--- config.mk ---
export PLATFORM = sky130hd
export DESIGN_NAME = seg_scan_n
export DESIGN_NICKNAME = d
export VERILOG_FILES = /design/src/rtl/seg_scan_n.sv
export SDC_FILE = /design/constraint.sdc
export NUM_CORES = 1
export LEC_CHECK = 0
export ABC_CLOCK_PERIOD_IN_PS = 4000
export CAP_MARGIN = 20
export CORE_MARGIN = 2
export CORE_UTILIZATION = 40
export CTS_CLUSTER_DIAMETER = 80
export DETAILED_ROUTE_END_ITERATION = 10
export SLEW_MARGIN = 20
export SYNTH_ARGS = -nofsm -noshare
export SYNTH_HDL_FRONTEND = slang
export SYNTH_SLANG_ARGS = --single-unit
--- constraint.sdc ---
create_clock -name clk -period 4 [get_ports clk]
set_clock_uncertainty 0.2 [all_clocks]
set_input_delay 0.4 -clock clk [delete_from_list [all_inputs] [get_ports clk]]
set_output_delay 0.4 -clock clk [all_outputs]
set_load 0.02 [all_outputs]
--- src/rtl/seg_scan_n.sv ---
// Multiplexed 7-segment scanner: one hex digit lit per DIV clocks, data snapshotted
// at each frame start, optional leading-zero blanking, registered dig/segment outputs.
module seg_scan_n #(
   parameter int NDIG = 4,
   parameter int DIV  = 50000
) (
   input  logic              clk,
   input  logic              rst,
   input  logic              en,
   input  logic [4*NDIG-1:0] data,
   input  logic [NDIG-1:0]   dp,
   input  logic              blank_lz,
   output logic [NDIG-1:0]   dig,
   output logic [7:0]        segments,
   output logic              frame
);

   localparam int CW = (DIV > 1) ? $clog2(DIV) : 1;
   localparam int IW = (NDIG > 1) ? $clog2(NDIG) : 1;
   localparam logic [CW-1:0] CNT_MAX = CW'(DIV - 1);
   localparam logic [IW-1:0] IDX_MAX = IW'(NDIG - 1);

   logic [CW-1:0]     cnt;
   logic [IW-1:0]     idx;
   logic [IW-1:0]     idx_next;
   logic              tick;
   logic              wrap;
   logic [4*NDIG-1:0] shadow_data;
   logic [4*NDIG-1:0] src_data;
   logic [NDIG-1:0]   shadow_dp;
   logic [NDIG-1:0]   src_dp;
   logic [NDIG-1:0]   zero_above;
   logic [NDIG-1:0]   dig_next;
   logic              lz_run;
   logic [3:0]        nibble;
   logic              blank_dig;
   logic [7:0]        seg_next;

   // Active-low g..a pattern for one hex nibble
   function automatic logic [6:0] hex_decode(input logic [3:0] n);
      logic [6:0] s;
      case (n)
         4'h0: s = 7'h40;
         4'h1: s = 7'h79;
         4'h2: s = 7'h24;
         4'h3: s = 7'h30;
         4'h4: s = 7'h19;
         4'h5: s = 7'h12;
         4'h6: s = 7'h02;
         4'h7: s = 7'h78;
         4'h8: s = 7'h00;
         4'h9: s = 7'h10;
         4'hA: s = 7'h08;
         4'hB: s = 7'h03;
         4'hC: s = 7'h46;
         4'hD: s = 7'h21;
         4'hE: s = 7'h06;
         default: s = 7'h0E;
      endcase
      return s;
   endfunction

   always_comb begin
      tick     = (cnt == CNT_MAX);
      wrap     = (idx == IDX_MAX);
      idx_next = wrap ? '0 : idx + 1'b1;
      // On a wrap the outputs must already show the values being captured
      src_data = wrap ? data : shadow_data;
      src_dp   = wrap ? dp : shadow_dp;

      lz_run     = 1'b1;
      zero_above = '0;
      for (int i = NDIG - 1; i >= 0; i--) begin
         lz_run        = lz_run && (src_data[4*i +: 4] == 4'h0);
         zero_above[i] = lz_run;
      end

      dig_next = '1;
      for (int i = 0; i < NDIG; i++) begin
         dig_next[i] = (IW'(i) != idx_next);
      end

      nibble    = src_data[4*idx_next +: 4];
      blank_dig = blank_lz && (idx_next != '0) && zero_above[idx_next];
      seg_next  = {~src_dp[idx_next], blank_dig ? 7'h7F : hex_decode(nibble)};
   end

   always_ff @(posedge clk or posedge rst) begin
      if (rst) begin
         cnt         <= '0;
         idx         <= IDX_MAX;
         shadow_data <= '0;
         shadow_dp   <= '0;
         dig         <= '1;
         segments    <= 8'hFF;
         frame       <= 1'b0;
      end else if (!en) begin
         cnt      <= '0;
         idx      <= IDX_MAX;
         dig      <= '1;
         segments <= 8'hFF;
         frame    <= 1'b0;
      end else begin
         frame <= 1'b0;
         cnt   <= tick ? '0 : cnt + 1'b1;
         if (tick) begin
            idx      <= idx_next;
            dig      <= dig_next;
            segments <= seg_next;
            if (wrap) begin
               shadow_data <= data;
               shadow_dp   <= dp;
               frame       <= 1'b1;
            end
         end
      end
   end

endmodule

==> run_results.csv, run 1 <==
group,metric,value,unit
clock_network,cts_setup_buffers,0,
grt,antenna_found_initial,0,
hold_path,holdCritStartpoint,"dig[0]",
clock_network,ctsResizeCount,0,
route,drt_iter0_drc,93,
critical_path,cp-startpoint,"idx[0]",
floorplanning,fp.dieH,87.2,µm
critical_path,end_kind,"register",
placement,dp_hpwl,4100,µm
critical_path,cp.arrival,3.20,ns
grt,grt_pass1_vias,1924,
yosys,synth_area,0.00277,mm²
clock_network,tritoncts.num_buffers,5,
power,leakagePower,0.00146,µW
grt,grt_use_total,15.9,%
yosys,seq_area_frac_synth,46.7,%
sta,fin_crit_sh,79.1,%
sta,tns,0,ns
yosys,yosysWarnings,0,
power,vdd_ir_drop_max,0.121,mV
yosys,synth.distinct_cells,46,
sta,max_clock_freq,316,MHz
route,drt_first_pass_iters,4,
power,intPower,805,µW
yosys,yosys.area.top_type,"dfrtp_1",
final_layout,fillers,642,
yosys,synth.avg_cell_area,11.0,µm²
clock_network,cts_tree,"done",
clock_network,clk_pin_slew,0.09,ns
run_status,status,"finished, final reports clean",
sta,slew_viol_final,0,
route,wire_per_inst,15.0,µm
power,power.density,307,mW/mm²
sta,grt_setup_unrepaired,"no",
final_layout,fin_util,48.9,%
power,seqPwrFrac,51.4,%
floorplanning,core_area,0.00676,mm²
power,pwr-share-comb,7.4,%
final_layout,drive_gt1_share,22.0,%
clock_network,insertion_delay,0.30,ns
sta,finalCriticalPeriod,3.17,ns
yosys,synthTopCellsByArea,"dfrtp_1 (33%), dfstp_2 (13%), mux2_2 (11%), nor2_1 (5.2%), ha_1 (5.0%)",
power,p_switching,208,µW
floorplanning,start_util,41.0,%
final_layout,nets,320,
route,via_per_inst,5.29,
sta,slew_headroom,38.6,%
floorplanning,io_pins,37,
clock_network,cts_buffer_depth,2,
yosys,syn_nets,287,
yosys,syn_inst,252,
critical_path,crit_chain,"inv_1 > ha_1 > mux4_2 > inv_1 > ha_1 > nor2_1 > a211o_1 > a31oi_2",
critical_path,crit_slowest_cell,"dfstp_2",
critical_path,path_class,"reg2reg",
critical_path,startpoint_type,"register",
critical_path,cp_max_fo,15,
critical_path,reg2reg_from,"idx[0]",
critical_path,crit_path_max_incr_delay,0.74,ns
clock_network,cts_max_level,2,
final_layout,final_common_cell,"nor2_1",
clock_network,clock_sink_count,51,
sta,worst_slew_pin_slew,0.919,ns
grt,grt_max_degree,52,
power,p_clk_share,41.1,%
final_layout,syn_to_final_growth,19.3,%
yosys,netlist.area_leader.share,33.5,%
route,vias,1937,
power,power.share.switching,20.6,%
hold_path,hold_class,"reg2reg",
placement,numPortBuffers,36,
floorplanning,die_w,87.2,µm
yosys,ys_seq_elements,51,
clock_network,cts_hold_buf,0,
floorplanning,fp-row-count,30,
job,cap_violations,0,
final_layout,final_cell_mix,"nor2_1 (38), dfrtp_1 (37), clkdlybuf4s50_1 (36)",
sta,hold_viol,0,
sta,setup_violations,0,
route,ant_nets,0,
grt,grt_pass1_wl,9600,µm
floorplanning,die-area,0.00760,mm²
placement,place_congestion,0.796,
route,totalWireLength,5500,µm
clock_network,root_buffer,"clkbuf_8",
grt,gr-total-overflow,0,
critical_path,required,4.03,ns
route,drc,0,
final_layout,antenna_cells,0,
==> per-layer routing <==
metal | global-route usage (%) | part of all wire, %
met2 | 24.6 | 46
met1 | 23.3 | 50
met5 | 0 | 0
met4 | 3.36 | 0.84
met3 | 3.13 | 3.3
==> cell families after synthesis <==
| group | share of synthesized area, % |
|---|---|
| adder cells (fa/ha/maj) | 4.97 |
| flip-flops | 46.7 |
| XOR/XNOR | 4.43 |
| AO/OA/AOI/OAI | 7.50 |
| multiplexers | 16.3 |
| AND/OR/NAND/NOR | 16.0 |
| buffers and inverters | 4.07 |
==> registers in the layout (all words and copies together), names as in the netlist <==
name         cells
idx              2
cnt             16
segments         8
shadow_data     16
frame            1
shadow_dp        4
dig              4
==> power by group through the flow <==
stage | registers, µW | logic, µW | clock network [µW]
2_1_floorplan | 530 | 41.9 | 0
3_3_place_gp | 530 | 76.4 | 0
3_5_place_dp | 531 | 76.7 | 0
4_1_cts | 521 | 76.9 | 430
5_1_grt | 522 | 85.4 | 446
6_report | 521 | 75.4 | 417
==> per-stage QoR <==
stage / cells / instance area, µm² / setup slack [ns] / power, µW / hold WS (ns)
global route: 366 / 3300 / 0.625 / 1050 / 0.342
detailed placement: 358 / 3170 / 0.839 / 607 / 0.288
global placement: 358 / 3170 / 0.858 / 607 / 0.280
CTS: 366 / 3300 / 0.821 / 1030 / 0.305
finish: 366 / 3300 / 0.835 / 1010 / 0.301
floorplan: 252 / 2770 / 1.17 / 572 / 0.255
==> cell usage after synthesis (all sizes together) <==
| library cell | instances |
|---|---|
| mux2 | 29 |
| a211oi | 1 |
| nor2b | 1 |
| nand3 | 8 |
| or4b | 2 |
| o22a | 1 |
| nor2 | 39 |
| xor2 | 7 |
| nor3 | 5 |
| o21ai | 1 |
| o31a | 3 |
| nor4 | 3 |
| and2 | 2 |
| nand2b | 1 |
| buf | 6 |
| mux4 | 4 |
| nand2 | 7 |
| clkbuf | 5 |
| nor4b | 2 |
| o41ai | 1 |
| and4b | 1 |
| a211o | 1 |
| o211ai | 2 |
| dfrtp | 37 |
| or4 | 2 |
| xnor2 | 7 |
| a22oi | 3 |
| a31oi | 5 |
| and2b | 2 |
| nand4 | 5 |
| a21oi | 10 |
| nand3b | 2 |
| dfstp | 14 |
| mux2i | 3 |
| inv | 12 |
| o22ai | 2 |
| ha | 11 |
| and3 | 4 |
| or3 | 1 |
==> critical path, delay by kind of cell (launching register included) <==
kind / cells / cell delay, ns
and+or+nand+nor: 1 / 0.06
buffers and inverters: 2 / 0.33
AOI/OAI and AO/OA: 2 / 0.45
muxes: 1 / 0.63
DFF: 1 / 0.74
adders and majority gates: 2 / 0.70
==> area by class of cell <==
type	instances	area, µm²	share of cell area (%)
inverter	12	46.3	1.40
sequential	51	1290	39.2
timing repair buffer	37	368	11.1
multi-input combinational	178	1360	41.2
clock buffer	6	72.6	2.20
clock inverter	2	60.1	1.82
tap	80	100	3.03
==> worst paths after layout <==
kind	end	slack (ns)	cells after the start
worst max-delay path	segments[3]	0.83	8
worst min-delay path	dig[0]	0.30	2
worst max register to register	segments[3]	0.83	8
worst min register to register	dig[0]	0.30	2
max in group asynchronous	shadow_data[1]	2.72	2
min in group asynchronous	cnt[0]	0.35	2
Note: power is estimated with default switching activity, not from simulation.
==> inputs of run 2 (changes only) <==
--- a/config.mk
+++ b/config.mk
@@ -5,7 +5,7 @@
 export SDC_FILE = /design/constraint.sdc
 export NUM_CORES = 1
 export LEC_CHECK = 0
-export ABC_CLOCK_PERIOD_IN_PS = 4000
+export ABC_CLOCK_PERIOD_IN_PS = 2940
 export CAP_MARGIN = 20
 export CORE_MARGIN = 2
 export CORE_UTILIZATION = 40
==> constraint.sdc (replaced) <==
create_clock -name clk -period 2.94 [get_ports clk]
set_clock_uncertainty 0.2 [all_clocks]
set_input_delay 0.294 -clock clk [delete_from_list [all_inputs] [get_ports clk]]
set_output_delay 0.294 -clock clk [all_outputs]
set_load 0.02 [all_outputs]
==> run 2 against run 1 <==
Global-route usage grew 0.50 points. Sequential share of layout area is 0.81 points lower. Highest routed layer unchanged. Sequential power up 36%. Critical path depth stayed put. Largest cell class unchanged. Non-clock buffer count up 9.
==> run_results.csv, run 2 (synthesized netlist as in run 1, its figures left out) <==
group,metric,value,unit
run_status,status,"finished, final reports clean",
sta,finalCriticalPeriod,2.79,ns
route,drc,0,
final_layout,syn_to_final_growth,21.8,%
route,ant_nets,0,
sta,grt_setup_unrepaired,"no",
floorplanning,die_w,87.2,µm
critical_path,cp.arrival,2.82,ns
critical_path,cp_max_fo,5,
final_layout,antenna_cells,0,
sta,fin_crit_sh,94.8,%
placement,dp_hpwl,4180,µm
grt,grt_pass1_vias,1965,
grt,gr-total-overflow,0,
critical_path,crit_chain,"inv_1 > ha_2 > mux4_2 > inv_1 > ha_1 > nor2_1 > a211o_1 > a31oi_2",
critical_path,end_kind,"register",
power,vdd_ir_drop_max,0.171,mV
route,wire_per_inst,14.9,µm
sta,max_clock_freq,359,MHz
final_layout,reg_top3,"cnt (16), shadow_data (16), segments (8)",
power,power.density,398,mW/mm²
sta,tns,0,ns
grt,grt_max_degree,45,
final_layout,final_common_cell,"nor2_1",
sta,slew_headroom,40.1,%
sta,hold_viol,0,
hold_path,hold_class,"in2async",
clock_network,cts_buffer_depth,2,
clock_network,tritoncts.num_buffers,5,
clock_network,root_buffer,"clkbuf_8",
final_layout,nets,329,
floorplanning,core_area,0.00676,mm²
grt,grt_pass1_wl,9790,µm
critical_path,cp-startpoint,"idx[0]",
final_layout,final_cell_mix,"nor2_1 (38), dfrtp_1 (37), clkdlybuf4s50_1 (36)",
clock_network,cts_tree,"done",
critical_path,crit_slowest_cell,"dfstp_2",
critical_path,crit_end,"segments[3]",
grt,grt_use_total,16.4,%
critical_path,rr_worst_depth,8,
route,totalWireLength,5590,µm
critical_path,reg2reg_slack,0.15,ns
clock_network,clock_sink_count,51,
clock_network,cts_hold_buf,0,
clock_network,clk_pin_slew,0.10,ns
critical_path,crit_path_frequent_cell,"inv_1",
final_layout,stdcell_area,0.00337,mm²
critical_path,required,2.98,ns
sta,setup_slack,0.154,ns
critical_path,path_class,"reg2reg",
sta,setup_violations,0,
sta,worst_slew_pin_slew,0.897,ns
route,via_per_inst,5.26,
route,drt_first_pass_iters,4,
floorplanning,die-area,0.00760,mm²
floorplanning,start_util,41.0,%
final_layout,drive_gt1_share,25.1,%
floorplanning,io_pins,37,
grt,antenna_found_initial,0,
critical_path,startpoint_type,"register",
floorplanning,fp-row-count,30,
critical_path,worstReg2RegEnd,"segments[3]",
placement,dp_slack,0.148,ns
final_layout,final_cells,375,
route,vias,1974,
sta,slew_viol_final,0,
job,cap_violations,0,
critical_path,crit_path_max_incr_delay,0.58,ns
placement,dp.cells,367,
placement,place_congestion,0.824,
clock_network,insertion_delay,0.31,ns
clock_network,cts_max_level,2,
placement,post_dp_cell_area,0.00325,mm²
route,drt_iter0_drc,76,
power,leakagePower,0.00151,µW
floorplanning,fp.dieH,87.2,µm
critical_path,reg2reg_from,"idx[0]",
placement,numPortBuffers,36,
run 2: changes by cell type in the layout (fill, tap and decap cells not counted), sizes merged:
cell	previous run	this run
clkinv	1	0
bufinv	2	1
buf	1	10
inv	11	13
run 2: power breakdown:
part           leakage [µW]  internal (µW)  switching [µW]
Clock             0.0000618            280             246
Combinational      0.000781           54.1            54.0
Sequential         0.000662            705            3.45
run 2: layer usage:
metal	vias up	part of all wire, %	track usage (%)
met1	947	51	23.1
li1	977	-	-
met4	0	0.95	5.03
met2	44	45	25.7
met3	6	3.0	3.13
met5	-	0	0
run 2: stage by stage:
step / hold WS, ns / util (%) / total power [µW]
global placement: 0.284 / 48.1 / 831
floorplan: 0.168 / - / 778
CTS: 0.303 / 49.9 / 1370
global route: 0.322 / 49.9 / 1410
detailed placement: 0.289 / 48.1 / 832
finish: 0.282 / 49.9 / 1340
run 2: worst min-delay path by stage:
stage / start / to / depth (start not counted)
3_3_place_gp: cnt[0] / cnt[0] / 1
6_report: rst / cnt[3] / 2
3_5_place_dp: cnt[0] / cnt[0] / 1
2_1_floorplan: en / idx[0] / 1
4_1_cts: cnt[0] / cnt[0] / 1
5_1_grt: shadow_dp[2] / shadow_dp[2] / 1
run 2: critical path: cells and delay by family (launching register included):
family	cells	cell delay, ns
fa+ha+maj	2	0.60
flops	1	0.58
mux	1	0.58
compound gates	2	0.43
buf+inv	2	0.28
simple gates	1	0.05
run 2: layout make-up:
| cell class | instances | area (µm²) |
|---|---|---|
| inverter | 12 | 45.0 |
| tap | 80 | 100 |
| clock inverter | 2 | 38.8 |
| fill | 658 | 3380 |
| timing repair buffer | 46 | 448 |
| clock buffer | 6 | 82.6 |
| sequential | 51 | 1290 |
| multi-input combinational | 178 | 1360 |
run 2: repair_timing:
item	CTS	global route
buffers inserted	0	0
endpoints found under the hold margin	0	0
setup endpoints to repair	0	2
gates resized for setup	0	1
==> inputs of run 3 (changes only) <==
--- a/config.mk
+++ b/config.mk
@@ -5,9 +5,9 @@
 export SDC_FILE = /design/constraint.sdc
 export NUM_CORES = 1
 export LEC_CHECK = 0
+export ABC_AREA = 1
 export ABC_CLOCK_PERIOD_IN_PS = 2940
 export CAP_MARGIN = 20
-export CORE_MARGIN = 2
 export CORE_UTILIZATION = 40
 export CTS_CLUSTER_DIAMETER = 80
 export DETAILED_ROUTE_END_ITERATION = 10
==> run 3 against run 2 <==
Register-to-register slack better by 0.13 ns. Maximum frequency increased by 4.8%. Core utilization shrank 0.45 points. Combinational power is 11% higher. Cell count grew 45%. Highest routed layer unchanged.
==> run_results.csv, run 3 <==
group,metric,value,unit
critical_path,rr_worst_depth,14,
route,drt_iter0_drc,116,
yosys,synthTopCellsByArea,"dfrtp_1 (31%), nand2_1 (19%), dfstp_2 (12%), nor2_1 (5.5%), ha_1 (4.6%)",
yosys,synth-simple-area-share,35.2,%
yosys,synth.most_common_cell,"nand2_1",
route,via_per_inst,4.77,
floorplanning,start_util,41.3,%
grt,grt_use_total,18.4,%
floorplanning,fp-row-count,31,
yosys,ys_top_cells_by_count,"nand2_1 (147), nor2_1 (44), dfrtp_1 (37)",
clock_network,clk_pin_slew,0.10,ns
grt,gr-total-overflow,0,
yosys,netlist.area_leader.share,31.1,%
yosys,synth_xor_area_share,0.882,%
placement,dp_hpwl,4890,µm
critical_path,reg2reg_from,"idx[0]",
critical_path,cp_max_fo,8,
final_layout,multi_input_area,0.00149,mm²
floorplanning,fp.dieH,88.3,µm
final_layout,drive_gt1_share,12.3,%
critical_path,startpoint_type,"register",
yosys,ys_seq_elements,51,
critical_path,end_kind,"register",
floorplanning,die-area,0.00780,mm²
sta,finalCriticalPeriod,2.66,ns
yosys,async_flop_share,100,%
route,totalWireLength,6560,µm
yosys,synth_edf_count,0,
sta,hold_viol,0,
final_layout,reg_top3,"cnt (16), shadow_data (16), segments (8)",
yosys,synthFlopType,"dfrtp_1",
grt,grt_max_degree,51,
placement,numPortBuffers,36,
grt,grt_pass1_wl,11100,µm
clock_network,clock_sink_count,51,
floorplanning,die_w,88.3,µm
placement,post_dp_cell_area,0.00346,mm²
clock_network,insertion_delay,0.31,ns
sta,hold_ws,0.273,ns
power,vdd_ir_drop_max,0.159,mV
critical_path,worstReg2RegEnd,"segments[0]",
final_layout,antenna_cells,0,
clock_network,tritoncts.num_buffers,5,
run_status,status,"finished, final reports clean",
yosys,synth_compound_area_share,7.89,%
sta,tns,0,ns
critical_path,reg2reg_slack,0.28,ns
yosys,yosys.area.top_type,"dfrtp_1",
yosys,synth.distinct_cells,34,
final_layout,stdcell_area,0.00357,mm²
sta,setup_violations,0,
critical_path,cp.arrival,2.72,ns
sta,slew_headroom,59.0,%
yosys,seq_area_frac_synth,43.4,%
clock_network,cts_buffer_depth,2,
final_layout,fillers,757,
yosys,synth-adder-area-share,4.62,%
yosys,syn_inst,405,
route,drc,0,
yosys,synthMuxAreaShare,1.13,%
critical_path,crit_end,"segments[0]",
floorplanning,io_pins,37,
critical_path,cp-startpoint,"idx[0]",
power,leakagePower,0.00170,µW
sta,slew_viol_final,0,
clock_network,cts_tree,"done",
yosys,synth_area,0.00298,mm²
yosys,yosysWarnings,0,
critical_path,required,3.00,ns
hold_path,holdPathStages,1,
sta,worst_slew_pin_slew,0.614,ns
critical_path,path_class,"reg2reg",
grt,grt_pass1_vias,2411,
final_layout,regArea,0.00129,mm²
grt,antenna_found_initial,0,
route,drt_first_pass_iters,4,
yosys,syn_nets,440,
sta,fin_crit_sh,90.5,%
route,wire_per_inst,12.0,µm
final_layout,syn_to_final_growth,19.7,%
final_layout,final_common_cell,"nand2_1",
yosys,synth_top_family_by_area,"simple AND/OR/NAND/NOR gates",
job,cap_violations,0,
route,vias,2597,
power,power.density,352,mW/mm²
hold_path,hold_class,"reg2reg",
placement,place_congestion,0.926,
route,ant_nets,0,
floorplanning,core_area,0.00721,mm²
sta,grt_setup_unrepaired,"no",
clock_network,cts_max_level,2,
final_layout,nets,480,
clock_network,root_buffer,"clkbuf_8",
final_layout,final_cell_mix,"nand2_1 (147), nor2_1 (42), dfrtp_1 (37)",
sta,max_clock_freq,376,MHz
yosys,synth.avg_cell_area,7.36,µm²
[run 3: cell types whose count changed after synthesis, sizes merged, moves of 5 or more]
cell and delta:
nand2 +144, inv +29, mux2 -26, o21ai +23
nand3 +12, nor2 +12, a21oi +9, xnor2 -6
xor2 -5
[run 3: layout make-up]
type	instances	share of cell area (%)
Tap cell	99	3.47
Clock buffer	5	1.93
Timing Repair Buffer	41	11.6
Multi-Input combinational cell	305	41.8
Sequential cell	51	36.3
Inverter	41	4.31
Clock inverter	3	0.666
[run 3: cells by family after synthesis]
family,count (synthesis)
simple gates,242
flops,51
buf+inv,49
compound gates,46
fa+ha+maj,11
xor+xnor,3
mux,3
[run 3: worst min path at each step]
| stage | from | end |
|---|---|---|
| 6_report | cnt[0] | cnt[0] |
| 5_1_grt | shadow_dp[0] | shadow_dp[0] |
| 4_1_cts | cnt[0] | cnt[0] |
| 3_5_place_dp | cnt[0] | cnt[0] |
| 3_3_place_gp | cnt[0] | cnt[0] |
| 2_1_floorplan | data[12] | shadow_data[12] |
[run 3: metrics by stage]
step | utilization, % | setup WS [ns] | total power [µW] | cells
2_1_floorplan | - | 0.507 | 788 | 405
3_3_place_gp | 47.9 | 0.312 | 841 | 536
3_5_place_dp | 47.9 | 0.202 | 842 | 536
4_1_cts | 49.3 | 0.166 | 1280 | 545
5_1_grt | 49.5 | 0.0739 | 1320 | 545
6_report | 49.5 | 0.281 | 1260 | 545
[run 3: report_power, final]
| group | total [µW] | internal (µW) | switching, µW |
|---|---|---|---|
| Combinational | 120 | 54.2 | 66.0 |
| Sequential | 708 | 705 | 2.52 |
| Clock | 428 | 172 | 255 |
| Total | 1260 | 932 | 324 |
[run 3: metal layers]
| metal | up-vias | wire length (µm) | track usage (%) | share of wire, % |
|---|---|---|---|---|
| met1 | 1171 | 3300 | 25.4 | 50 |
| met4 | 0 | 99 | 7.04 | 1.5 |
| li1 | 1360 | - | - | - |
| met5 | - | 0 | 0 | 0 |
| met3 | 9 | 261 | 3.73 | 4.0 |
| met2 | 57 | 2900 | 28.5 | 44 |
[run 3: worst max-delay path, cell delays in order (launching register included)]
cell and delay (ns):
dfstp_2 0.58, inv_1 0.11, ha_1 0.38, inv_2 0.14, nor2_1 0.09, nand2_1 0.09, nand2_1 0.09, nor2_4 0.18
inv_1 0.10, ha_1 0.23, nand3b_1 0.15, nand3_1 0.08, nand3_1 0.07, nand2_1 0.06, inv_1 0.04
[run 3: timing repair]
action | 4_1_cts | 5_1_grt
hold endpoints to repair | 1 | 0
hold buffers | 1 | 0
setup buffers | 0 | 0
resized for setup | 0 | 3
endpoints found under the setup margin | 0 | 6
